<file path="config.mk">
export PLATFORM = sky130hd
export DESIGN_NAME = batchnorm_affine
export DESIGN_NICKNAME = d
export VERILOG_FILES = /design/src/rtl/batchnorm_affine.sv
export SDC_FILE = /design/constraint.sdc
export NUM_CORES = 2
export LEC_CHECK = 0
export BUFFER_PORTS_ARGS = -buffer_cell sky130_fd_sc_hd__buf_2
export CORE_MARGIN = 1
export CORE_UTILIZATION = 45
export DETAILED_ROUTE_END_ITERATION = 10
export PLACE_DENSITY_LB_ADDON = 0.1
export RECOVER_POWER = 50
export SYNTH_ARGS = -nofsm -noshare
export SYNTH_HDL_FRONTEND = slang
export SYNTH_SLANG_ARGS = --single-unit
</file>
<file path="constraint.sdc">
create_clock -name clk -period 14.9 [get_ports clk]
set_clock_uncertainty 0.1 [all_clocks]
set_input_delay 1.49 -clock clk [delete_from_list [all_inputs] [get_ports clk]]
set_output_delay 1.49 -clock clk [all_outputs]
set_load 0.01 [all_outputs]
</file>
<file path="src/rtl/batchnorm_affine.sv">
// Folded batch-norm affine stage: y = sat(round(x*scale) + bias) per channel.
// Two-stage valid/ready pipeline with resettable per-channel coefficient registers.
module batchnorm_affine #(
    parameter int dataWidth = 16,
    parameter int fracWidth = 8,
    parameter int NUM_CH    = 16
) (
    input  logic                         clk,
    input  logic                         rst,
    input  logic signed [dataWidth-1:0]  x_in,
    input  logic                         valid_in,
    output logic                         ready_out,
    input  logic                         ch_clear,
    input  logic                         cfg_we,
    input  logic [$clog2(NUM_CH)-1:0]    cfg_addr,
    input  logic signed [dataWidth-1:0]  cfg_scale,
    input  logic signed [dataWidth-1:0]  cfg_bias,
    output logic signed [dataWidth-1:0]  y_out,
    output logic                         valid_out,
    input  logic                         ready_in,
    output logic [$clog2(NUM_CH)-1:0]    ch_out
);

    localparam int W  = dataWidth;
    localparam int PW = 2 * dataWidth;
    localparam int AW = $clog2(NUM_CH);

    localparam logic [AW:0]            CH_NUM  = (AW+1)'(NUM_CH);
    localparam logic [AW-1:0]          CH_LAST = AW'(NUM_CH - 1);
    localparam logic signed [W-1:0]    ONE     = W'(1 << fracWidth);
    localparam logic signed [PW-1:0]   HALF    = PW'(1 << (fracWidth - 1));
    localparam logic signed [W-1:0]    SAT_MAX = {1'b0, {(W-1){1'b1}}};
    localparam logic signed [W-1:0]    SAT_MIN = {1'b1, {(W-1){1'b0}}};

    logic signed [W-1:0]  scale_q [NUM_CH];
    logic signed [W-1:0]  bias_q  [NUM_CH];
    logic [AW-1:0]        ch_cnt;
    logic [AW-1:0]        ch_sel;

    logic                 v1;
    logic signed [PW-1:0] prod_q;
    logic signed [W-1:0]  bias1_q;
    logic [AW-1:0]        ch1_q;

    logic                 adv1;
    logic                 adv2;
    logic                 accept;
    logic signed [PW-1:0] prod_d;
    logic signed [PW-1:0] rnd;
    logic signed [PW:0]   sum;
    logic signed [W-1:0]  sat;
    logic                 ovf;

    assign adv2      = !valid_out || ready_in;
    assign adv1      = !v1 || adv2;
    assign ready_out = adv1;
    assign accept    = valid_in && adv1;

    // ch_clear applies to a sample accepted in the same cycle
    assign ch_sel = ch_clear ? '0 : ch_cnt;
    assign prod_d = PW'(x_in) * PW'(scale_q[ch_sel]);

    // Full-width sum so saturation sees the true value, not a wrapped one
    assign rnd = (prod_q + HALF) >>> fracWidth;
    assign sum = (PW+1)'(rnd) + (PW+1)'(bias1_q);
    assign ovf = !((&sum[PW:W-1]) || !(|sum[PW:W-1]));

    always_comb begin
        sat = sum[W-1:0];
        if (ovf) begin
            sat = sum[PW] ? SAT_MIN : SAT_MAX;
        end
    end

    always_ff @(posedge clk or negedge rst) begin
        if (!rst) begin
            ch_cnt <= '0;
            for (int i = 0; i < NUM_CH; i++) begin
                scale_q[i] <= ONE;
                bias_q[i]  <= '0;
            end
        end else begin
            if (accept) begin
                ch_cnt <= (ch_sel == CH_LAST) ? '0 : ch_sel + AW'(1);
            end else if (ch_clear) begin
                ch_cnt <= '0;
            end
            if (cfg_we && ({1'b0, cfg_addr} < CH_NUM)) begin
                scale_q[cfg_addr] <= cfg_scale;
                bias_q[cfg_addr]  <= cfg_bias;
            end
        end
    end

    always_ff @(posedge clk or negedge rst) begin
        if (!rst) begin
            v1      <= 1'b0;
            prod_q  <= '0;
            bias1_q <= '0;
            ch1_q   <= '0;
        end else if (adv1) begin
            v1 <= accept;
            if (accept) begin
                prod_q  <= prod_d;
                bias1_q <= bias_q[ch_sel];
                ch1_q   <= ch_sel;
            end
        end
    end

    always_ff @(posedge clk or negedge rst) begin
        if (!rst) begin
            valid_out <= 1'b0;
            y_out     <= '0;
            ch_out    <= '0;
        end else if (adv2) begin
            valid_out <= v1;
            if (v1) begin
                y_out  <= sat;
                ch_out <= ch1_q;
            end
        end
    end

endmodule

</file>
==> summary.txt <==
Outcome
  – Status: complete, but fails checks
  – Violated checks: capacitance limit, slew limit

Yosys
  – Average cell area after synthesis: around 11 um2
  – Sequential element share of the synthesized area: 38.34%
  – Total nets after synthesis: 3912
  – Post-synthesis register bit count: a little under 600
  – EDFF count, synth: 0
  – Commonest register cell after synthesis: dfrtp_1
  – Yosys cell types: 76
  – Warning count from the yosys run: 0
  – Post-synthesis instance total: 3487
  – Area of the mapped netlist: 0.03811 mm2
  – FFs w/ async S/R, synth: 100.0%

Global route
  – Maximum number of pins on one net before global-route repair: 95
  – GR Layer Usage met1: 33.22%
  – Number of antenna violations at the first check in global routing: 8
  – Global Route Usage Sum: approximately a quarter
  – Layer with the highest usage after global routing: met2
  – First-pass GRT wire length: 165.9 mm
  – Number of global-route vias before repair: 28110
  – GRT met3 Usage: under 10%
  – Met2 Resource Use GR: 42.17%
  – GRT Residual Overflow: 0

Timing
  – Max-slew violation count: 804
  – RSZ-0062 raised after global routing: no
  – Number of failing hold endpoints at the final stage: 0
  – Final-layout setup total negative slack: 0 ns
  – Final Setup Violations: 0
  – Max-slew headroom: -218.9%
  – Fmax: 0.09460 GHz
  – Setup WS post-layout: 4.329 ns
  – Fraction of the cycle the final worst path needs: 70.94%
  – Actual slew at the worst max-slew pin: 4.784 ns
  – Period minus WS final: 10.57 ns

Cells and area
  – Synth-to-Final Area Change: 9.266%
  – Layout Cells excl Fill: 4638
  – Most common library cell in the layout ignoring fill and taps: dfrtp_1
  – Commonest cells after routing, fill and taps aside: dfrtp_1 (564), mux2_2 (531), nand2_1 (349)
  – Fraction of final layout cells with drive strength greater than 1: 22.43%
  – Final-stage net count: between 3000 and 4000

Clocking
  – Clock latency of the later-clocked register in the worst-skew pair: 0.62 ns
  – Clock tree from TritonCTS: done
  – Clock input transition at the sequential cells of the worst setup and hold paths: 0.06 ns
  – Clock root buffer: clkbuf_16
  – H-tree level count: 3
  – Cts repair resizes: 0
  – Number of hold buffers added after CTS: 0
  – Clock Path Buffers: 3
  – Number of post-CTS setup repair buffers: 0
  – CTS sink count: roughly 600
  – Total clock buffers created by CTS: 67

Critical path
  – Highest-delay cell along the critical path: a2111o_1
  – Highest cell delay on the worst timing path: 0.59 ns
  – Startpoint class of the critical path: primary input
  – Largest fanout on the critical path: 54
  – Most common cell on crit path: fa_1
  – WP data required: 15.11 ns
  – Data arrival time at the worst-slack endpoint: 10.78 ns
  – Critical path class: in -> reg
  – Setup crit end kind: flop

Floorplan
  – Boundary Pins: 80
  – Placeable core area: about 0.084 mm2
  – Die area: 0.08585 mm2
  – Number of cell rows: ~110
  – Die width: 293.0 um
  – Effective utilization at floorplan: 45.54%
  – Vertical extent of the die: 293.0 um

Placement
  – IO Port Bufs: 79
  – Cell total after placement: 4518
  – RePlAce Congestion: around 0.86
  – DPL Wire Length: 67.47 mm
  – Pre-CTS WS: 3.752 ns

Routing
  – Number of vias in the routed layout: 26100
  – Per-cell via count in the routed design: between 5 and 6
  – Detailed Route WL: 104.3 mm
  – DRC Markers: 0
  – Antenna violation net count after detailed routing: 0
  – DRT iter0 DRCs: 1297
  – First-pass iteration count of the detailed router: 8
  – Routed length per placed instance: 22.48 um

Flow run
  – Max-capacitance violation count: 18

Worst hold path
  – Hold Path Class: reg -> reg
-- worst max-delay path: cells and delay by family --
family	cells	cell delay, ns
AO/OA/AOI/OAI	9	1.96
adder cells (fa/ha/maj)	7	3.33
buffers and inverters	9	2.02
AND/OR/NAND/NOR	5	1.89
-- synth_stat cells (5+ instances only) --
| library cell | n | share of area [%] |
|---|---|---|
| buf_2 | 17 | 0.22 |
| nand2b_1 | 14 | 0.23 |
| inv_1 | 327 | 3.2 |
| a21oi_1 | 105 | 1.4 |
| or3_1 | 7 | 0.11 |
| mux2i_1 | 100 | 2.6 |
| and3_1 | 25 | 0.41 |
| ha_1 | 105 | 3.4 |
| dfrtp_1 | 567 | 37 |
| a211o_1 | 5 | 0.11 |
| nand3_1 | 31 | 0.41 |
| clkbuf_1 | 178 | 1.8 |
| a21o_1 | 22 | 0.43 |
| o31ai_1 | 6 | 0.12 |
| o22ai_1 | 29 | 0.48 |
| fa_1 | 262 | 14 |
| buf_1 | 35 | 0.34 |
| mux2_2 | 531 | 16 |
| o21a_1 | 8 | 0.16 |
| a31oi_1 | 22 | 0.36 |
| and2_1 | 148 | 2.4 |
| nand4_1 | 10 | 0.16 |
| o21ai_0 | 123 | 1.6 |
| nand2_1 | 353 | 3.5 |
| a211oi_1 | 53 | 1.0 |
| or2_2 | 5 | 0.082 |
| a221o_1 | 15 | 0.39 |
| nor2b_1 | 49 | 0.80 |
| nor3_1 | 14 | 0.18 |
| dfstp_2 | 16 | 1.1 |
| xor2_1 | 24 | 0.55 |
| nor3b_1 | 6 | 0.12 |
| a311oi_1 | 77 | 1.8 |
| and4_1 | 10 | 0.23 |
| o21bai_1 | 8 | 0.16 |
| xnor2_1 | 47 | 1.1 |
| nor2_1 | 69 | 0.68 |
-- area by class of cell --
class,instances,area [um2]
inverter,330,1241
antenna,4,10.01
timing repair buffer,130,699.4
fill,7677,42050
clock inverter,18,227.7
sequential,583,14620
multi-input combinational,2341,21450
tap,1134,1419
clock buffer,98,1973
-- stage by stage --
stage | hold slack [ns] | area (um2) | utilization (%)
floorplan | 0.3386 | 38110 | -
global placement | 0.3602 | 39550 | 47.26
detailed placement | 0.3663 | 39550 | 47.26
CTS | 0.3822 | 41750 | 49.88
global route | 0.4050 | 41630 | 49.75
finish | 0.3730 | 41640 | 49.75
-- final timing paths --
path                                start  cells past startpoint     endpoint  slack [ns]
worst max-delay path             ch_clear                     30   prod_q[31]        4.33
worst min-delay path             ch1_q[3]                      2    ch_out[3]        0.37
worst max register to register  ch_cnt[0]                     28   prod_q[31]        5.40
worst min register to register   ch1_q[3]                      2    ch_out[3]        0.37
max in group asynchronous             rst                      4  bias_q[152]        5.73
min in group asynchronous             rst                      1     y_out[1]        2.51
-- layer usage --
layer	part of all wire, %	vias to the layer above	wire [um]
met5	0.026	-	27
met4	3.2	4	3289
met3	3.6	187	3742
met2	49	462	51290
met1	44	13650	45920
li1	-	11800	-
-- kinds of logic after synthesis --
group                    count (synthesis)  synth area share [%]
AO/OA/AOI/OAI                          514                 9.069
AND/OR/NAND/NOR                        756                 9.666
buffers and inverters                  563                 5.651
XOR/XNOR                                71                 1.632
flip-flops                             583                 38.34
adder cells (fa/ha/maj)                367                 17.21
multiplexers                           633                 18.44
-- registers in the layout, summed over array words and instances (netlist names) --
register   cells
ch1_q          4
y_out         16
ch_out         4
valid_out      1
bias_q       256
prod_q        25
ch_cnt         4
v1             1
bias1_q       16
scale_q      256
Power is left out: the tool's default activity adds up to more than one toggle a clock period on the data nets, which glitch-free logic cannot reach.
